<file path="src/rtl/pps_monitor_if.sv">
// pps_monitor_if: groups the monitored PPS input and the measurement results.
//
// Signalling: there is no backpressure. o_valid is a one-cycle strobe that
// marks a fresh o_period; o_err is a one-cycle strobe that can only be high
// together with o_valid. o_locked and o_timeout are levels. o_state is a
// debug copy of the monitor FSM state (0=SEARCH, 1=TRACK, 2=LOCKED).
interface pps_monitor_if #(
    parameter int W = 9
);
    logic         i_pps;
    logic [W-1:0] o_period;
    logic         o_valid;
    logic         o_err;
    logic         o_locked;
    logic         o_timeout;
    logic [1:0]   o_state;

    // Monitor side: samples the PPS input and drives the results.
    modport master (
        input  i_pps,
        output o_period,
        output o_valid,
        output o_err,
        output o_locked,
        output o_timeout,
        output o_state
    );

    // Source/observer side: drives the PPS input and reads the results.
    modport slave (
        output i_pps,
        input  o_period,
        input  o_valid,
        input  o_err,
        input  o_locked,
        input  o_timeout,
        input  o_state
    );
endinterface

</file>
<file path="src/rtl/pps_monitor.sv">
// pps_monitor: measures the rise-to-rise period of a PPS-style square wave
// in i_clk ticks and declares lock after LOCK_COUNT consecutive periods
// within +/-TOLERANCE ticks of CLOCK_RATE_HZ.
//
// Build option PPS_MONITOR_SYNC_EN: when defined, a 2-flop synchronizer sits
// in front of the edge-detect history flop (needed for an asynchronous PPS).
// With it, o_valid rises on the 3rd edge counting the edge that first
// samples i_pps=1; without it, on that same edge. The measured period does
// not depend on the synchronizer depth.
module pps_monitor #(
    parameter int CLOCK_RATE_HZ = 100,
    parameter int TOLERANCE     = 2,
    parameter int LOCK_COUNT    = 3
) (
    input  logic          i_clk,
    input  logic          i_reset_n,
    pps_monitor_if.master bus
);
    localparam int W       = $clog2(2 * CLOCK_RATE_HZ) + 1;
    localparam int TIMEOUT = 2 * CLOCK_RATE_HZ;
    localparam int GW      = (LOCK_COUNT > 1) ? $clog2(LOCK_COUNT) : 1;

    localparam logic [W-1:0]  CNT_MAX   = W'(TIMEOUT - 1);
    localparam logic [W:0]    TOL_LO    = (W + 1)'((CLOCK_RATE_HZ > TOLERANCE) ?
                                                   (CLOCK_RATE_HZ - TOLERANCE) : 0);
    localparam logic [W:0]    TOL_HI    = (W + 1)'(CLOCK_RATE_HZ + TOLERANCE);
    localparam logic [GW-1:0] GOOD_LAST = GW'(LOCK_COUNT - 1);

    typedef enum logic [1:0] {
        SEARCH = 2'd0,
        TRACK  = 2'd1,
        LOCKED = 2'd2
    } state_t;

    state_t        state;
    logic [W-1:0]  cnt;
    logic [GW-1:0] good;
    logic          pps_cur;
    logic          pps_hist;
    logic          rise;
    logic [W:0]    period_w;
    logic          in_tol;
    logic          cnt_at_max;

`ifdef PPS_MONITOR_SYNC_EN
    logic [1:0] sync_q;

    // Two-flop synchronizer for an i_pps that is asynchronous to i_clk.
    always_ff @(posedge i_clk or negedge i_reset_n) begin
        if (!i_reset_n) begin
            sync_q <= 2'b00;
        end else begin
            sync_q <= {sync_q[0], bus.i_pps};
        end
    end

    assign pps_cur = sync_q[1];
`else
    assign pps_cur = bus.i_pps;
`endif

    // History flop for rising-edge detection.
    always_ff @(posedge i_clk or negedge i_reset_n) begin
        if (!i_reset_n) begin
            pps_hist <= 1'b0;
        end else begin
            pps_hist <= pps_cur;
        end
    end

    assign rise       = pps_cur & ~pps_hist;
    assign cnt_at_max = (cnt == CNT_MAX);

    // Period ending at this rise; one extra bit so the tolerance compare never wraps.
    assign period_w = {1'b0, cnt} + (W + 1)'(1);
    assign in_tol   = (period_w >= TOL_LO) && (period_w <= TOL_HI);

    // Tick counter: restarts on each rise, holds at TIMEOUT-1 when no edge comes.
    always_ff @(posedge i_clk or negedge i_reset_n) begin
        if (!i_reset_n) begin
            cnt <= '0;
        end else if (rise) begin
            cnt <= '0;
        end else if (!cnt_at_max) begin
            cnt <= cnt + W'(1);
        end
    end

    // Monitor FSM with registered result outputs.
    always_ff @(posedge i_clk or negedge i_reset_n) begin
        if (!i_reset_n) begin
            state         <= SEARCH;
            good          <= '0;
            bus.o_period  <= '0;
            bus.o_valid   <= 1'b0;
            bus.o_err     <= 1'b0;
            bus.o_locked  <= 1'b0;
            bus.o_timeout <= 1'b0;
        end else begin
            bus.o_valid <= 1'b0;
            bus.o_err   <= 1'b0;
            case (state)
                SEARCH: begin
                    // First edge only gives a reference point; nothing to measure yet.
                    if (rise) begin
                        state         <= TRACK;
                        good          <= '0;
                        bus.o_timeout <= 1'b0;
                    end
                end
                TRACK: begin
                    if (rise) begin
                        bus.o_valid  <= 1'b1;
                        bus.o_period <= period_w[W-1:0];
                        if (in_tol) begin
                            if (good == GOOD_LAST) begin
                                state        <= LOCKED;
                                good         <= '0;
                                bus.o_locked <= 1'b1;
                            end else begin
                                good <= good + GW'(1);
                            end
                        end else begin
                            bus.o_err <= 1'b1;
                            good      <= '0;
                        end
                    end else if (cnt_at_max) begin
                        state         <= SEARCH;
                        good          <= '0;
                        bus.o_timeout <= 1'b1;
                    end
                end
                LOCKED: begin
                    if (rise) begin
                        bus.o_valid  <= 1'b1;
                        bus.o_period <= period_w[W-1:0];
                        if (!in_tol) begin
                            bus.o_err    <= 1'b1;
                            bus.o_locked <= 1'b0;
                            state        <= TRACK;
                            good         <= '0;
                        end
                    end else if (cnt_at_max) begin
                        state         <= SEARCH;
                        good          <= '0;
                        bus.o_locked  <= 1'b0;
                        bus.o_timeout <= 1'b1;
                    end
                end
                default: begin
                    state        <= SEARCH;
                    good         <= '0;
                    bus.o_locked <= 1'b0;
                end
            endcase
        end
    end

    assign bus.o_state = state;

endmodule
</file>
<file path="src/flat_wrapper.sv">
// flat-port wrapper written by rule: the top's interface ports become plain ports
module pps_monitor_flat 
#(
    parameter int CLOCK_RATE_HZ = 100,
    parameter int TOLERANCE     = 2,
    parameter int LOCK_COUNT    = 3
)
  (i_clk, i_reset_n, bus_i_pps, bus_o_period, bus_o_valid, bus_o_err, bus_o_locked, bus_o_timeout, bus_o_state);
  pps_monitor_if bus_i ();
  input  logic i_clk;
  input  logic i_reset_n;
  input wire logic [$bits(bus_i.i_pps)-1:0] bus_i_pps;
  output wire logic [$bits(bus_i.o_period)-1:0] bus_o_period;
  output wire logic [$bits(bus_i.o_valid)-1:0] bus_o_valid;
  output wire logic [$bits(bus_i.o_err)-1:0] bus_o_err;
  output wire logic [$bits(bus_i.o_locked)-1:0] bus_o_locked;
  output wire logic [$bits(bus_i.o_timeout)-1:0] bus_o_timeout;
  output wire logic [$bits(bus_i.o_state)-1:0] bus_o_state;
  assign bus_i.i_pps = bus_i_pps;
  assign bus_o_period = bus_i.o_period;
  assign bus_o_valid = bus_i.o_valid;
  assign bus_o_err = bus_i.o_err;
  assign bus_o_locked = bus_i.o_locked;
  assign bus_o_timeout = bus_i.o_timeout;
  assign bus_o_state = bus_i.o_state;
  pps_monitor #(.CLOCK_RATE_HZ(CLOCK_RATE_HZ), .TOLERANCE(TOLERANCE), .LOCK_COUNT(LOCK_COUNT)) u_core (.i_clk(i_clk), .i_reset_n(i_reset_n), .bus(bus_i));
endmodule
</file>
<file path="config.mk">
export PLATFORM = sky130hd
export DESIGN_NAME = pps_monitor_flat
export DESIGN_NICKNAME = d
export VERILOG_FILES = /design/src/rtl/pps_monitor_if.sv /design/src/rtl/pps_monitor.sv /design/src/flat_wrapper.sv
export SDC_FILE = /design/constraint.sdc
export NUM_CORES = 1
export LEC_CHECK = 0
export BUFFER_PORTS_ARGS = -buffer_cell sky130_fd_sc_hd__buf_2
export CORE_UTILIZATION = 30
export DETAILED_ROUTE_END_ITERATION = 10
export GPL_TIMING_DRIVEN = 0
export HOLD_SLACK_MARGIN = 0.08
export MAX_ROUTING_LAYER = met4
export PLACE_DENSITY = 0.59
export SETUP_SLACK_MARGIN = 0.2
export SYNTH_ARGS = -nofsm -noshare
export SYNTH_HDL_FRONTEND = slang
export SYNTH_SLANG_ARGS = --single-unit
export TNS_END_PERCENT = 30
</file>
<file path="constraint.sdc">
create_clock -name i_clk -period 2.4 [get_ports i_clk]
set_clock_uncertainty 0.2 [all_clocks]
set_input_delay 0.36 -clock i_clk [delete_from_list [all_inputs] [get_ports i_clk]]
set_output_delay 0.36 -clock i_clk [all_outputs]
set_load 0.005 [all_outputs]
</file>
# Word-level counts from Yosys, hierarchy flattened
# Cells that the tools add are included.
# op_classes
bitwise,3
n_mux,34
n_lt_le_gt_ge,2
n_reduce_logical,9
add_sub_neg,3
n_eq_ne,15
# ops
op,n
2-to-1 mux 2 bit,14
2-to-1 mux 9 bit,2
2-to-1 mux 1 bit,14
"!= test 2 x 1 -> 1 bit, second input constant",6
case mux 2 bit (3 select lines),2
"adder 9 x 1 -> 10 bit, second input constant",1
">= comparator 10 x 7 -> 1 bit, second input constant",1
"less-or-equal comparator 10 x 7 -> 1 bit, second input constant",1
"adder 9 x 1 -> 9 bit, second input constant",1
"equality test 9 x 8 -> 1 bit, second input constant",1
"!= test 3 bit, second input constant",3
AND reduction 4 bit,2
AND reduction 6 bit,1
"equality test 2 bit, second input constant",2
AND reduction 2 bit,2
"!= test 3 x 1 -> 1 bit, second input constant",1
case mux 1 bit (3 select lines),1
"adder 2 x 1 -> 2 bit, second input constant",1
"equality test 2 x 1 -> 1 bit, second input constant",1
logical NOT 2 bit,1
"!= test 2 bit, second input constant",1
NOT 1 bit,2
case mux 1 bit (2 select lines),1
nonzero test 2 bit,1
other kinds (3),3
# word_totals
regBits,27
wordCells,75
out_inout_bits,15
in_bits,3

# Longest topological paths before layout
# logic_depth
depth_word,6
ltp_mapped,8
ltp_nobuf,8

# Least setup slack after synthesis
# OpenSTA, ideal clock, no wires.
# synth_timing
path_kind,reg2reg
from,reg u_core.cnt[0]
to,"reg u_core.state[1], in the netlist u_core.bus.o_state[1]"
setup_ps,126
arrival_time_ps,2132
stages_incl_launch_ff,8
setup_slack_ps,-58
period_less_slack_ps,2458
cell_sequence,dfrtp_1 -> ha_1 -> inv_2 -> or4_4 -> a221o_1 -> o21ai_2 -> a211oi_1 -> a311o_1
# synth_via
elab_chain_cells,5
# synth_lines
item,line,source
start: declaration,pps_monitor.sv:36,logic [W-1:0] cnt;
start signal: assignment,pps_monitor.sv:85,cnt <= cnt + W'(1);
adder 9 x 1 -> 10 bit,pps_monitor.sv:75,"assign period_w = {1'b0, cnt} + (W + 1)'(1);"
>= comparator 10 x 7 -> 1 bit / less-or-equal comparator 10 x 7 -> 1 bit (equally long branches),pps_monitor.sv:76,assign in_tol = (period_w >= TOL_LO) && (period_w <= TOL_HI);
logical AND 1 bit,pps_monitor.sv:76,
!= test 3 bit (no source line),n/a,
AND reduction 4 bit (no source line),n/a,
end signal: assignment,pps_monitor.sv:92,state <= SEARCH;
end signal: assignment,pps_monitor.sv:106,state <= TRACK;
end signal: assignment,pps_monitor.sv:117,state <= LOCKED;
end: declaration,pps_monitor.sv:35,state_t state;
# Parallel ways exist; a longest one is shown, timed or not.
# A chain may end at the register's enable or synchronous reset.

# Final worst setup path
# layout_timing
from,reg u_core.cnt[1]
to,"reg u_core.state[1], in the netlist u_core.bus.o_state[1]"
# The elaborated chain is that of the path after synthesis.

==> results.json <==
{
  "end_kind": "flip-flop",
  "power_density_nw_per_um2": 870,
  "pre_cts_ws_ns": -0.0756,
  "grt_pass1_vias": 1152,
  "synthToLayoutAreaGrowth_pct": 31.0,
  "rsz0062_at_grt": "true",
  "grt_overflow": 0,
  "synth-seq-cells": 27,
  "criticalPathCategory": "flip-flop to flip-flop",
  "clockBufferDepth": 2,
  "cp.arrival_ns": 2.37,
  "total_power_mw": 1.69,
  "crit_start": "u_core.cnt[1]",
  "hold_violations": 0,
  "dpl.hpwl_um": 2220,
  "drcViolationCount": 0,
  "seq_area_frac_synth_pct": 45.6,
  "multi_input_area_um2": 868,
  "r2r_start": "u_core.cnt[1]",
  "n_antenna_cell": 0,
  "setup_viol": 0,
  "cp.required_ns": 2.37,
  "synthCells": 154,
  "num_rows": 25,
  "cts.htree.levels": 1,
  "maxCapViolCount": 0,
  "min-delay-start": "u_core.bus.o_period[8]",
  "tns_ns": 0,
  "die_w_um": 72.2,
  "status": "finished clean",
  "ys_async_sr_fraction_pct": 100,
  "first_pass_iters": 4,
  "antenna_found_initial": 0,
  "fmax_ghz": 0.417,
  "cp_max_fo": 4,
  "grt_pass1_wl_um": 5560,
  "drt_wl_total_um": 3240,
  "rrSetupSlack_ns": 0.002,
  "vias_per_cell": 4.86,
  "syn_area_per_cell_um2": 9.61,
  "syn-num-nets": 163,
  "netlist_area_um2": 1480,
  "leakage_nw": 0.838,
  "core_area_um2": 4720,
  "cts_tree": "done",
  "initial_core_util_pct": 31.3,
  "synth_enable_flop_cells": 0,
  "start_kind": "flip-flop",
  "numCtsBuffers": 3,
  "die-area_um2": 5220,
  "finalMaxSlewViolations": 0,
  "layout_commonest_cell": "dfrtp_1",
  "fin_ws_ns": 0.00206,
  "yosysUniqueCellTypes": 48,
  "fin_util_pct": 41.1,
  "insertion_delay_ns": 0.28,
  "hold_path_class": "flip-flop to flip-flop",
  "ios": 18,
  "drive_gt1_share_pct": 35.3,
  "fin_crit_ns": 2.40,
  "peakVddDrop_uv": 291,
  "tightest_slew_ns": 0.615,
  "whs_ns": 0.275,
  "wl_per_cell_um": 12.7,
  "nets": 197,
  "drt_iter0_drc": 70,
  "final_cell_mix": "dfrtp_1, nand2_1, nor2_1, buf_2, o21ai_0",
  "seqCellArea_um2": 681,
  "yosysWarningCount": 0,
  "globalRouteTotalUtil_pct": 14.0,
  "slew_headroom_pct": 59.0,
  "fill_cells": 464,
  "synth-main-ff-cell": "dfrtp_1",
  "io_buffers": 17,
  "cts_sinks": 27,
  "grt_max_degree": 28,
  "place_congestion": 0.878,
  "vias": 1234,
  "die_h_um": 72.2,
  "drtAntennaViolNets": 0,
  "post-route-period-util_pct": 99.9,
  "cts-root-buf": "clkbuf_8",
  "path_clk_slew_ns": 0.10
}
per-layer routing:
metal | global-route usage, % | vias to the layer above | part of all wire (%)
li1 | - | 620 | -
met1 | 17.8 | 591 | 47
met2 | 22.8 | 18 | 49
met3 | 0.833 | 5 | 1.6
met4 | 6.54 | 0 | 2.1
met5 | - | - | 0
cells in the mapped netlist, types with 2 or more instances:
master / count / area share, %
a211oi_1: 5 / 2.5
a21oi_1: 7 / 2.4
a221o_1: 2 / 1.4
buf_6: 2 / 1.5
clkbuf_1: 2 / 0.51
dfrtp_1: 27 / 46
ha_1: 6 / 5.1
inv_1: 5 / 1.3
nand2_1: 19 / 4.8
nand3_1: 3 / 1.0
nand4_1: 2 / 0.85
nor2_1: 18 / 4.6
nor2b_1: 2 / 0.85
nor3_1: 2 / 0.68
o211a_1: 2 / 1.4
o21ai_0: 12 / 4.1
or3_2: 2 / 1.0
xnor2_1: 6 / 3.6
cells by family (layout without fill, tap and decap cells):
logic type	count (synthesis)	count (layout)	synth area share [%]
and+or+nand+nor	61	61	21.1
AOI/OAI and AO/OA	39	39	17.8
DFF	27	27	45.6
buffers and inverters	12	45	4.82
xor gates and xnor gates	7	7	4.14
adders and majority gates	6	6	5.07
muxes	2	2	1.44
final timing paths:
kind / to / cells after the start
worst max-delay path: u_core.bus.o_state[1] / 7
worst min-delay path: u_core.bus.o_period[8] / 2
worst max register to register: u_core.bus.o_state[1] / 7
worst min register to register: u_core.bus.o_period[8] / 2
max in group asynchronous: u_core.cnt[4] / 2
min in group asynchronous: u_core.good[0] / 2
per-stage QoR:
step	std cells	area, um2
floorplan	154	1530
global placement	238	1690
detailed placement	238	1690
CTS	251	1880
global route	254	1940
finish	254	1940
registers in the layout, indices dropped and copies added, names as in the netlist:
signal,flops
u_core.bus.o_timeout,1
u_core.cnt,9
u_core.bus.o_period,9
u_core.bus.o_valid,1
u_core.bus.o_err,1
u_core.bus.o_state,2
u_core.pps_hist,1
u_core.bus.o_locked,1
u_core.good,2
where the power goes:
group          internal, mW  switching, mW  total, mW
combinational         0.391          0.395      0.787
clock                 0.119          0.147      0.267
sequential            0.547         0.0880      0.635
total                  1.06          0.631       1.69
area by class of cell:
cell class	count	area share (%)
Multi-Input combinational cell	115	44.8
Sequential cell	27	35.1
Timing Repair Buffer	29	9.68
Tap cell	67	4.32
Buffer	6	2.65
Clock buffer	4	2.32
Inverter	6	1.16
critical path: stages (launching register included):
cell      delay [ns]
dfrtp_2         0.43
buf_4           0.14
nand3_4         0.08
or4_4           0.50
a221o_1         0.41
o21ai_2         0.17
a211oi_2        0.08
a311o_1         0.28
timing repair:
| action | 4_1_cts | 5_1_grt |
|---|---|---|
| resized for setup | 16 | 8 |
| cloned | 0 | 0 |
| hold endpoints to repair | 28 | 1 |
| setup buffers | 8 | 2 |
| endpoints found under the setup margin | 6 | 12 |
| hold buffers | 1 | 1 |
| pin swaps | 11 | 3 |
Power figures use the tool's default switching activity.
